--- config.mk ---
export PLATFORM = sky130hd
export DESIGN_NAME = ex_stage_ctrl
export DESIGN_NICKNAME = d
export VERILOG_FILES = /design/src/rtl/ex_stage_ctrl.sv
export SDC_FILE = /design/constraint.sdc
export NUM_CORES = 1
export LEC_CHECK = 0
export CORE_MARGIN = 2
export CORE_UTILIZATION = 25
export CTS_BUF_LIST = sky130_fd_sc_hd__clkbuf_4 sky130_fd_sc_hd__clkbuf_8 sky130_fd_sc_hd__clkbuf_16
export DETAILED_ROUTE_END_ITERATION = 8
export PLACE_DENSITY = 0.48
export SLEW_MARGIN = 5
export SYNTH_ARGS = -nofsm -noshare
export SYNTH_HDL_FRONTEND = slang
export SYNTH_SLANG_ARGS = --single-unit
export TNS_END_PERCENT = 30
--- constraint.sdc ---
create_clock -name clock -period 2.19 [get_ports clock]
set_clock_uncertainty 0.15 [all_clocks]
set_input_delay 0.3285 -clock clock [delete_from_list [all_inputs] [get_ports clock]]
set_output_delay 0.3285 -clock clock [all_outputs]
set_load 0.02 [all_outputs]
--- src/rtl/ex_stage_ctrl.sv ---
// Execute-stage sequencer: owns the ID->EX and EX->MEM valid/ready handshakes,
// issues single-cycle ALU ops directly and supervises multi-cycle ops with a timeout.
module ex_stage_ctrl #(
   parameter int DATA_W  = 64,
   parameter int TIMEOUT = 64,
   parameter int CNT_W   = 32
) (
   input  logic              clock,
   input  logic              reset,
   input  logic              id_valid,
   input  logic              multi_cycle,
   output logic              ex_ready,
   input  logic [DATA_W-1:0] alu_result,
   output logic              alu_start,
   input  logic              alu_done,
   output logic              alu_cancel,
   output logic              ex_valid,
   input  logic              mem_ready,
   output logic [DATA_W-1:0] result_q,
   input  logic              flush,
   output logic              timeout_err,
   output logic [CNT_W-1:0]  stall_cnt
);

   localparam int              TW         = $clog2(TIMEOUT + 1);
   localparam logic [TW-1:0]   TIMER_LAST = TW'(TIMEOUT - 1);
   localparam logic [TW-1:0]   TIMER_ONE  = TW'(1);
   localparam logic [CNT_W-1:0] STALL_ONE = CNT_W'(1);
   localparam logic [CNT_W-1:0] STALL_MAX = {CNT_W{1'b1}};

   typedef enum logic [1:0] {
      ST_IDLE = 2'd0,
      ST_BUSY = 2'd1,
      ST_DONE = 2'd2
   } state_e;

   state_e           state_q;
   logic [TW-1:0]    timer_q;
   logic             err_q;
   logic [CNT_W-1:0] stall_q;

   logic accept_s;
   logic busy_s;
   logic done_s;
   logic expire_s;
   logic stall_s;

   assign busy_s     = (state_q == ST_BUSY);
   assign done_s     = (state_q == ST_DONE);
   // DONE drains into a new accept in the same cycle MEM takes the result.
   assign ex_ready   = !flush && ((state_q == ST_IDLE) || (done_s && mem_ready));
   assign accept_s   = id_valid && ex_ready;
   // A completion arriving on the last allowed cycle beats the timeout.
   assign expire_s   = busy_s && !alu_done && (timer_q == TIMER_LAST);
   assign alu_start  = accept_s && multi_cycle;
   assign alu_cancel = busy_s && (flush || expire_s);
   assign ex_valid   = done_s;
   assign stall_s    = done_s && !mem_ready && (stall_q != STALL_MAX);
   assign timeout_err = err_q;
   assign stall_cnt   = stall_q;

   // Stage state, result register, timeout timer, sticky error and stall counter.
   always_ff @(posedge clock or negedge reset) begin
      if (!reset) begin
         state_q  <= ST_IDLE;
         timer_q  <= '0;
         err_q    <= 1'b0;
         stall_q  <= '0;
         result_q <= '0;
      end else begin
         if (stall_s) begin
            stall_q <= stall_q + STALL_ONE;
         end else begin
            stall_q <= stall_q;
         end

         if (flush) begin
            state_q <= ST_IDLE;
            timer_q <= '0;
         end else begin
            case (state_q)
               ST_BUSY: begin
                  if (alu_done) begin
                     result_q <= alu_result;
                     state_q  <= ST_DONE;
                     timer_q  <= '0;
                  end else if (expire_s) begin
                     result_q <= '0;
                     err_q    <= 1'b1;
                     state_q  <= ST_DONE;
                     timer_q  <= '0;
                  end else begin
                     timer_q  <= timer_q + TIMER_ONE;
                  end
               end
               ST_IDLE, ST_DONE: begin
                  if (accept_s) begin
                     if (multi_cycle) begin
                        state_q <= ST_BUSY;
                        timer_q <= '0;
                     end else begin
                        result_q <= alu_result;
                        state_q  <= ST_DONE;
                     end
                  end else if (done_s && mem_ready) begin
                     state_q <= ST_IDLE;
                  end else begin
                     state_q <= state_q;
                  end
               end
               default: begin
                  state_q <= ST_IDLE;
                  timer_q <= '0;
               end
            endcase
         end
      end
   end

endmodule
After elaboration in Yosys (flattened, before gate mapping)
Cells that the tools add are included.
{ "totals": {"n_memories": 0, "latch_bits": 0, "register_bits": 106, "romBits": 0, "inputBits": 71, "elab_cells": 59, "ram_bits": 0} }
{ "op_classes": {"order_cmp": 0, "addsub": 2, "mul": 0, "n_mux": 18, "n_reduce_logical": 21, "shifts": 0, "eq_ne": 11, "n_bitwise": 2, "div": 0} }
{ "op_table": {"columns": ["cell", "count"], "rows": [
  ["$mux 64", 4],
  ["$pmux 64 s2", 1],
  ["$mux 7", 5],
  ["$add 32x1->32 const B", 1],
  ["$ne 32x32->1 const B", 1],
  ["$pmux 7 s2", 1],
  ["$mux 2", 6],
  ["$logic_and 1x1->1", 9],
  ["$add 7x1->7 const B", 1],
  ["$eq 7x6->1 const B", 1],
  ["$ne 3x3->1 const B", 2],
  ["$reduce_and 5->1", 1],
  ["$ne 2x2->1 const B", 2],
  ["$ne 4x3->1 const B", 1],
  ["$ne 4x4->1 const B", 1],
  ["$pmux 2 s2", 1],
  ["$reduce_and 2->1", 2],
  ["$reduce_and 4->1", 1],
  ["$logic_not 1->1", 3],
  ["$ne 3x2->1 const B", 1],
  ["$eq 2x1->1 const B", 1],
  ["$eq 2x2->1 const B", 1],
  ["$logic_not 2->1", 1],
  ["$logic_or 1x1->1", 2],
  ["other kinds (3)", 4]
]} }

Depth between registers and ports, before layout
Gate-level depths: netlist of the first run.
{ "logic_depth": {"ltp_word": 8, "ltp_mapped": 8} }

Least setup slack after synthesis of the first run
OpenSTA, ideal clock, no wires.
{ "synth_timing": {"kind": "reg-to-output", "startpoint": "register timer_q[0]", "endpoint": "output port alu_cancel", "arrival_ns": 1.532, "stages_incl_launch_ff": 6, "required_time_ns": 1.712, "setup_slack_ns": 0.180, "cell_sequence": "dfrtp_1 > ha_1 > nand3_1 > nor3_2 > a21oi_1 > nor3_1"} }
{ "synth_between": {"elab_chain_cells": 4} }
{ "synth_lines": {"columns": ["element", "line_no", "source"], "rows": [
  ["from (decl)", "38", "logic [TW-1:0] timer_q;"],
  ["from (signal assigned)", "93", "timer_q <= timer_q + TIMER_ONE;"],
  ["$eq 7x6->1", "54", "assign expire_s = busy_s && !alu_done && (timer_q == TIMER_LAST);"],
  ["$logic_and 1x1->1", "54", null],
  ["$logic_or 1x1->1", "56", "assign alu_cancel = busy_s && (flush || expire_s);"],
  ["$logic_and 1x1->1", "56", null],
  ["to (decl)", "16", "output logic alu_cancel,"]
]} }
Every way passes these cells.

Worst setup path in the final report of the first run
{ "layout_timing": {"startpoint": "register state_q[0]", "endpoint": "output port alu_start"} }
{ "layout_between": {"elab_chain_cells": 6} }
{ "layout_lines": {"columns": ["element", "line_no", "source"], "rows": [
  ["from (decl)", "37", "state_e state_q;"],
  ["from (signal assigned)", "108", "state_q <= state_q;"],
  ["$eq 2x2->1", "49", "assign done_s = (state_q == ST_DONE);"],
  ["$logic_and 1x1->1", "51", "assign ex_ready = !flush && ((state_q == ST_IDLE) || (done_s && mem_ready));"],
  ["$logic_or 1x1->1 *", "51", null],
  ["$logic_and 1x1->1 *", "51", null],
  ["$logic_and 1x1->1 *", "52", "assign accept_s = id_valid && ex_ready;"],
  ["$logic_and 1x1->1 *", "55", "assign alu_start = accept_s && multi_cycle;"],
  ["to (decl)", "14", "output logic alu_start,"]
]} }
Mark *: on every way between the ends. The rest lies on a longest branch, timed or not.

==> results.json, run 1 <==
{
  "outcome": "completed",
  "cpMaxStageDelayCell": "dfrtp_1",
  "ys_types": 41,
  "drt-vias-per-instance": 4.550,
  "min_delay_path_depth": 1,
  "rsz0062_at_grt": "yes",
  "rows": 49,
  "grt_util_all_layers_pct": 14.09,
  "die_y_um": 140.5,
  "async_flop_share_pct": 100.0,
  "syn_to_final_growth_pct": 55.40,
  "hpwlAfterDp_mm": 9.892,
  "min_path_type": "reg2reg",
  "yosysMostFrequentCell": "nand2_1",
  "start_util_pct": 25.68,
  "syn_inst": 491,
  "htreeDepth": 3,
  "drt_wl_total_mm": 13.78,
  "maxCapViolations": 0,
  "insertion_delay_ps": 340,
  "drc": 0,
  "drtPass1Iterations": 7,
  "synthTopCellsByCount": "nand2_1 (153), dfrtp_1 (106), nand3_1 (83)",
  "post-route-period-util_pct": 94.97,
  "switching_power_mw": 1.846,
  "ir_drop_mv": 0.3764,
  "critPathRequiredTime_ps": 1710,
  "ios": 172,
  "p_comb_share_pct": 28.2,
  "drive_above_1_share_pct": 10.01,
  "cts_tree": "yes",
  "yosys.area.top_type_share_pct": 56.93,
  "cts-buffers-inserted": 9,
  "finalSetupViolCount": 0,
  "start_kind": "flop",
  "antenna_found_initial": 0,
  "drt_iter0_drc": 188,
  "synth_edf_count": 0,
  "critPathKind": "reg2out",
  "fin_util_pct": 39.90,
  "fmax_mhz": 480.8,
  "gp_congestion": 0.8065,
  "period_needed_ps": 2080,
  "grt_overflow_total": 0,
  "worstPathBufferInverterCount": 2,
  "clk_pin_slew_worst_paths_ps": 70,
  "total_power_mw": 6.139,
  "yosysTopAreaCell": "dfrtp_1",
  "nets": 757,
  "rr_startpoint": "timer_q[0]",
  "p_seq_share_pct": 40.7,
  "final_area_um2": 7241,
  "cts.sinks": 106,
  "wire_per_inst_um": 15.01,
  "clockRootBuffer": "clkbuf_16",
  "min_to": "timeout_err",
  "p_clk_share_pct": 31.0,
  "ys_ff_latch": 106,
  "nFillCells": 1777,
  "grt_pass1_vias": 4230,
  "grt_max_degree": 54,
  "cp.arrival_ps": 1600,
  "hold_violations": 0,
  "hp-start": "timeout_err",
  "worstPathMaxFanout": 8,
  "diodes": 0,
  "regToRegEndpoint": "result_q[35]",
  "synth_warnings": 0,
  "swShare_pct": 30.07,
  "seq_area_frac_synth_pct": 56.93,
  "syn-cell-area_um2": 4659,
  "clockBufferDepth": 2,
  "crit_family": "flip-flops",
  "postCtsSetupBuffers": 0,
  "worstMarginPinSlew_ps": 516.1,
  "leakage_nw": 3.273,
  "internal_power_mw": 4.293,
  "coreArea_um2": 18150,
  "syn-num-nets": 564,
  "die_x_um": 140.5,
  "r2r_setup_slack_ps": 180,
  "r2r_cells": 8,
  "critPathMaxStageDelay_ps": 460,
  "io_buffers": 171,
  "slew_headroom_pct": 65.39,
  "ant_nets": 0,
  "via_count": 4177,
  "dieArea_um2": 19750,
  "synth_area_leaders": "dfrtp_1 (57%), nand2_1 (12%), nand3_1 (8.9%)",
  "powerDensity_nw_per_um2": 847.8,
  "grt_first_pass_wirelength_mm": 22.36,
  "synth_ff_type": "dfrtp_1",
  "report.final.slew_viol_count": 0,
  "dpl_cell_area_um2": 6877,
  "worstSetupEndpointType": "output port",
  "syn_area_per_cell_um2": 9.490,
  "crit_chain": "nor2_1 -> and2_1 -> nand3_1 -> inv_1 -> clkdlybuf4s15_1"
}
-- metal layers --
metal	vias up	wire length, um	GRT usage [%]
li1	2033	-	-
met1	2001	6183	18.18
met2	131	6304	22.45
met3	12	1127	5.026
met4	0	163	3.947
met5	-	0	0
-- worst register-to-register path, cell delays in order (launching register included) --
cell and delay, ps:
dfrtp_1 390, ha_2 200, nand3_1 120, nor3_2 60, buf_4 160, o311a_2 420
buf_12 210, nand3_1 150, nand2_1 60
-- how the worst max path moves through the flow --
stage | startpoint | to | slack, ps | cells past startpoint
after floorplan | timer_q[0] | alu_cancel | 180 | 5
after global placement | mem_ready | stall_cnt[25] | -160 | 7
after detailed placement | mem_ready | stall_cnt[25] | -170 | 7
after CTS | timer_q[1] | alu_cancel | 30 | 6
after global routing | timer_q[0] | alu_cancel | -30 | 6
final | state_q[0] | alu_start | 110 | 5
-- kinds of logic (layout without fill, tap and decap cells) --
kind of cell	after synthesis	in the layout	synth area share (%)
xor gates and xnor gates	28	28	5.263
adders and majority gates	2	2	0.5370
buffers and inverters	32	230	2.981
DFF	106	106	56.93
and+or+nand+nor	296	296	29.83
muxes	4	4	0.9398
AOI/OAI and AO/OA	23	23	3.518
-- state kept, by name, summed over array words and instances (netlist names) --
name,count
timeout_err,1
timer_q,7
state_q,2
result_q,64
stall_cnt,32
-- layout make-up --
type	count	area, um2	area share [%]
Tap cell	229	286.5	3.957
Multi-Input combinational cell	353	1897	26.20
Clock inverter	5	100.1	1.382
Timing Repair Buffer	207	2026	27.98
Inverter	7	26.28	0.3629
Clock buffer	11	252.7	3.491
Sequential cell	106	2653	36.63
-- repair_timing --
action,4_1_cts,5_1_grt
gates resized for setup,7,3
endpoints found under the hold margin,26,0
pin swaps,0,1
hold buffers,1,0
setup endpoints to repair,3,7
-- power groups by stage --
stage	Combinational [mW]	Clock [mW]	Sequential, mW
after floorplan	0.350	0	2.90
after global placement	1.75	0	2.53
after global routing	1.87	2.04	2.54
after CTS	1.76	1.97	2.50
final	1.73	1.90	2.50
after detailed placement	1.76	0	2.53
-- per-stage QoR --
step           TNS (ps)  hold WS [ps]  setup WS [ps]  instances
2_1_floorplan         0        -117.1          179.9        491
3_3_place_gp      -1286         141.1         -159.6        901
3_5_place_dp      -1631         146.2         -170.5        901
4_1_cts               0         319.3          27.64        918
5_1_grt          -27.35         337.0         -27.35        918
6_report              0         315.3          110.1        918
-- layout by cell type (no fill, tap or decap), drive strengths merged, types with 2 or more instances in the layout --
master,count
buf,37
nand2b,3
nand3,83
and2,6
inv,7
a21oi,3
clkinv,2
clkbuf,11
xnor2,25
nand2,153
mux2,3
clkdlybuf4s50,167
nor3,8
nor2,11
o31ai,3
bufinv,3
and3,5
nor2b,2
o21ai,7
o21a,2
nand4,12
dfrtp,106
xor2,3
ha,2
and4,6
nor4,3
(Power assumes the default switching activity.)
==> inputs of run 2 (changes only) <==
Settings changed: CORE_UTILIZATION 25 to 40, CTS_CLUSTER_DIAMETER set to 200, PLACE_DENSITY 0.48 to 0.71.
==> results.json, run 2 (synthesis results as in run 1) <==
{
  "worstSetupEndpointType": "output port",
  "powerDensity_nw_per_um2": 851.7,
  "critPathKind": "reg2out",
  "fin_ws_ps": 69.33,
  "critPathRequiredTime_ps": 1710,
  "antenna_found_initial": 1,
  "ir_drop_mv": 0.4794,
  "cp.arrival_ps": 1640,
  "drt-vias-per-instance": 5.098,
  "worstMarginPinSlew_ps": 516.8,
  "final_common_cell": "clkdlybuf4s50_1",
  "cts.sinks": 106,
  "grt_pass1_vias": 4167,
  "drt_iter0_drc": 209,
  "drt_wl_total_mm": 12.55,
  "slew_headroom_pct": 65.34,
  "pre_cts_slack_ps": -176.7,
  "drc": 0,
  "post-route-period-util_pct": 96.83,
  "hpwlAfterDp_mm": 8.892,
  "grt_overflow_total": 0,
  "syn_to_final_growth_pct": 52.15,
  "clockBufferDepth": 2,
  "gp_congestion": 0.8737,
  "cts_tree": "yes",
  "total_power_mw": 6.038,
  "ios": 172,
  "fin_setup_tns_ps": 0,
  "worstPathMaxFanout": 6,
  "die_x_um": 111.9,
  "grt_first_pass_wirelength_mm": 20.62,
  "start_util_pct": 40.98,
  "finalSetupViolCount": 0,
  "wire_per_inst_um": 15.16,
  "maxCapViolations": 0,
  "drive_above_1_share_pct": 9.357,
  "final_cell_mix": "clkdlybuf4s50_1 (167), nand2_1 (152), dfrtp_1 (105), nand3_1 (83), buf_4 (29)",
  "leakage_nw": 3.243,
  "period_needed_ps": 2121,
  "regMostFlops": "result_q",
  "fmax_mhz": 471.5,
  "rows": 39,
  "min_path_type": "reg2reg",
  "outcome": "completed",
  "largest_reg_flops": 64,
  "r2r_setup_slack_ps": 130,
  "insertion_delay_ps": 340,
  "die_y_um": 111.9,
  "cts-buffers-inserted": 9,
  "clk_pin_slew_worst_paths_ps": 70,
  "clockRootBuffer": "clkbuf_16",
  "start_kind": "flop",
  "final_area_um2": 7089,
  "grt_max_degree": 53,
  "via_count": 4221,
  "grt_util_all_layers_pct": 20.38,
  "dieArea_um2": 12530,
  "report.final.slew_viol_count": 0,
  "hold_violations": 0,
  "drtPass1Iterations": 5,
  "io_buffers": 171,
  "htreeDepth": 3,
  "ant_nets": 0,
  "rsz0062_at_grt": "no",
  "coreArea_um2": 11370,
  "dpl_cell_area_um2": 6746,
  "nets": 754
}
## run 2: cell types whose count changed in the layout (fill, tap and decap cells not counted)
cell      before  now
clkbuf_8       2    0
dfrtp_1      106  105
clkinv_2       2    0
clkbuf_4       0    2
ha_2           1    0
buf_4         32   29
ha_1           1    2
dfrtp_2        0    1
diode_2        0    1
## run 2: worst paths after layout
kind	startpoint	endpoint	depth (start not counted)
min in group asynchronous	reset	state_q[1]	2
worst max register to register	timer_q[0]	state_q[1]	7
worst min-delay path	timeout_err	timeout_err	1
max in group asynchronous	reset	result_q[59]	3
worst min register to register	timeout_err	timeout_err	1
worst max-delay path	state_q[1]	ex_valid	3
## run 2: repair_timing
action,CTS,global route
setup buffers,0,0
resized for setup,7,3
hold buffers,1,0
setup endpoints to repair,3,5
pin swaps,0,1
hold endpoints to repair,22,0
## run 2: per-layer routing
| layer | share of wire, % | track usage, % | vias up |
|---|---|---|---|
| li1 | - | - | 2029 |
| met1 | 43 | 26.41 | 2024 |
| met4 | 2.3 | 8.049 | 0 |
| met2 | 48 | 32.85 | 150 |
| met3 | 7.2 | 5.335 | 18 |
| met5 | 0 | 0 | - |
## run 2: metrics by stage
| stage | std cells | util [%] | hold slack [ps] |
|---|---|---|---|
| floorplan | 491 | - | -117.1 |
| detailed placement | 812 | 59.34 | 111.4 |
| global route | 828 | 62.35 | 340.8 |
| global placement | 812 | 59.34 | 104.1 |
| finish | 828 | 62.35 | 312.6 |
| CTS | 827 | 62.33 | 316.4 |
## run 2: worst max-delay path: stages (launching register included)
cell	delay, ps
dfrtp_1	390
buf_4	180
nor2b_1	130
clkdlybuf4s50_1	610
## run 2: layout make-up
type / count / area (um2)
flip-flops and latches: 106 / 2654
repair buffers: 204 / 2003
clock inverters: 3 / 90.09
clock buffers: 11 / 240.2
diodes: 1 / 2.502
inverters: 7 / 26.28
multi-input cells: 353 / 1894
well taps: 143 / 178.9
fillers: 969 / 4280
## run 2: power by group
group	switching (mW)	leakage [nW]	total [mW]	internal (mW)
Combinational	0.890	1.70	1.73	0.838
Clock	0.691	0.163	1.82	1.13
Sequential	0.209	1.38	2.49	2.28
==> inputs of run 3 (changes only) <==
Settings changed: CTS_BUF_LIST sky130_fd_sc_hd__clkbuf_4 sky130_fd_sc_hd__clkbuf_8 sky130_fd_sc_hd__clkbuf_16 to sky130_fd_sc_hd__clkbuf_8, SKIP_LAST_GASP set to 1.
==> results.json, run 3 (synthesis results as in run 1) <==
{
  "drc": 0,
  "drive_above_1_share_pct": 8.918,
  "via_count": 4205,
  "period_needed_ps": 2166,
  "cts_tree": "yes",
  "min_path_type": "in2async",
  "grt_util_all_layers_pct": 20.30,
  "grt_max_degree": 53,
  "powerDensity_nw_per_um2": 799.7,
  "numPlacedInstances": 812,
  "report.final.slew_viol_count": 0,
  "nets": 754,
  "drt_iter0_drc": 189,
  "final_area_um2": 6978,
  "critPathKind": "reg2out",
  "switching_power_mw": 1.725,
  "rows": 39,
  "final_cell_mix": "clkdlybuf4s50_1 (167), nand2_1 (152), dfrtp_1 (105), nand3_1 (83), buf_4 (29)",
  "grtUsageMet3_pct": 5.171,
  "cts.sinks": 106,
  "cp.arrival_ps": 1690,
  "grt_overflow_total": 0,
  "postCtsSetupBuffers": 0,
  "start_kind": "flop",
  "worstMarginPinSlew_ps": 784.6,
  "dieArea_um2": 12530,
  "antenna_found_initial": 1,
  "cp-startpoint": "state_q[0]",
  "drt-vias-per-instance": 5.079,
  "use_met1_pct": 26.51,
  "regMostFlops": "result_q",
  "r2r_cells": 7,
  "clockBufferDepth": 2,
  "post-route-period-util_pct": 98.93,
  "p_comb_share_pct": 30.9,
  "internal_power_mw": 3.855,
  "syn_to_final_growth_pct": 49.76,
  "leakage_nw": 3.209,
  "hold_violations": 0,
  "dpl_cell_area_um2": 6746,
  "io_buffers": 171,
  "worstSetupEndpointType": "output port",
  "met2_usage_pct": 32.12,
  "worstPathMaxFanout": 10,
  "slew_headroom_pct": 47.25,
  "total_power_mw": 5.580,
  "rr_startpoint": "timer_q[0]",
  "finalSetupViolCount": 0,
  "p_seq_share_pct": 44.5,
  "ant_nets": 0,
  "start_util_pct": 40.98,
  "cts-buffers-inserted": 9,
  "instances_no_fill": 828,
  "die_y_um": 111.9,
  "swShare_pct": 30.92,
  "rsz0062_at_grt": "yes",
  "regToRegEndpoint": "timer_q[4]",
  "grt_pass1_vias": 4135,
  "drtPass1Iterations": 4,
  "ios": 172,
  "grt_first_pass_wirelength_mm": 20.50,
  "fmax_mhz": 461.6,
  "insertion_delay_ps": 360,
  "top_usage_layer": "met2",
  "gp_congestion": 0.8737,
  "critPathRequiredTime_ps": 1710,
  "p_clk_share_pct": 24.6,
  "outcome": "completed",
  "nFillCells": 991,
  "r2r_setup_slack_ps": 70,
  "fin_setup_tns_ps": 0,
  "final_common_cell": "clkdlybuf4s50_1",
  "htreeDepth": 3,
  "drt_wl_total_mm": 12.38,
  "ir_drop_mv": 0.4461,
  "die_x_um": 111.9,
  "clk_pin_slew_worst_paths_ps": 90,
  "maxCapViolations": 0,
  "largest_reg_flops": 64,
  "clockRootBuffer": "clkbuf_8",
  "hpwlAfterDp_mm": 8.892,
  "coreArea_um2": 11370,
  "wire_per_inst_um": 14.95
}
## run 3: changes by cell type in the layout (fill, tap and decap cells not counted), moves of 2 or more
cell / before / now
inv_1: 7 / 9
clkbuf_8: 0 / 9
clkbuf_4: 2 / 0
clkbuf_16: 9 / 0
## run 3: power groups by stage
| stage | sequential, mW | clock, mW | combinational (mW) |
|---|---|---|---|
| after CTS | 2.49 | 1.41 | 1.75 |
| after detailed placement | 2.52 | 0 | 1.74 |
| after floorplan | 2.90 | 0 | 0.350 |
| after global routing | 2.54 | 1.51 | 1.85 |
| final | 2.48 | 1.37 | 1.73 |
| after global placement | 2.51 | 0 | 1.72 |
## run 3: worst max-delay path by stage
stage,end,cells past startpoint,slack [ps]
after floorplan,alu_cancel,5,180
after global placement,stall_cnt[25],7,-160
after detailed placement,stall_cnt[25],7,-180
after CTS,alu_cancel,6,-130
after global routing,timer_q[4],7,-160
final,alu_start,5,20
## run 3: per-stage QoR
| stage | setup slack (ps) | utilization [%] | hold WS [ps] |
|---|---|---|---|
| detailed placement | -176.7 | 59.34 | 111.4 |
| global placement | -160.7 | 59.34 | 104.1 |
| CTS | -130.7 | 61.36 | 277.7 |
| global route | -163.7 | 61.37 | 302.2 |
| floorplan | 179.9 | - | -117.1 |
| finish | 23.52 | 61.37 | 308.0 |
## run 3: final cells by class
cell class              instances  area [um2]  area share [%]
flip-flops and latches        106        2654           38.03
multi-input cells             353        1889           27.08
clock buffers                   9       123.9           1.775
inverters                       7       26.28          0.3765
clock inverters                 5       97.59           1.399
repair buffers                204        2006           28.74
diodes                          1       2.502         0.03586
well taps                     143       178.9           2.564
## run 3: critical path, stage by stage, from the launching register on
cell	delay, ps
dfrtp_2	490
nor2_1	180
and2_1	180
nand3_1	100
inv_1	60
dlygate4sd2_1	330
## run 3: what timing repair did
action                                 in CTS  in global routing
setup endpoints to repair                   3                  9
resized for setup                           3                  4
hold buffers                                1                  0
cloned                                      0                  0
endpoints found under the hold margin      22                  0
## run 3: routing by layer
metal / share of wire (%) / wire, um
met3: 6.6 / 815
met2: 47 / 5818
met4: 2.1 / 263
met5: 0 / 0
met1: 44 / 5483
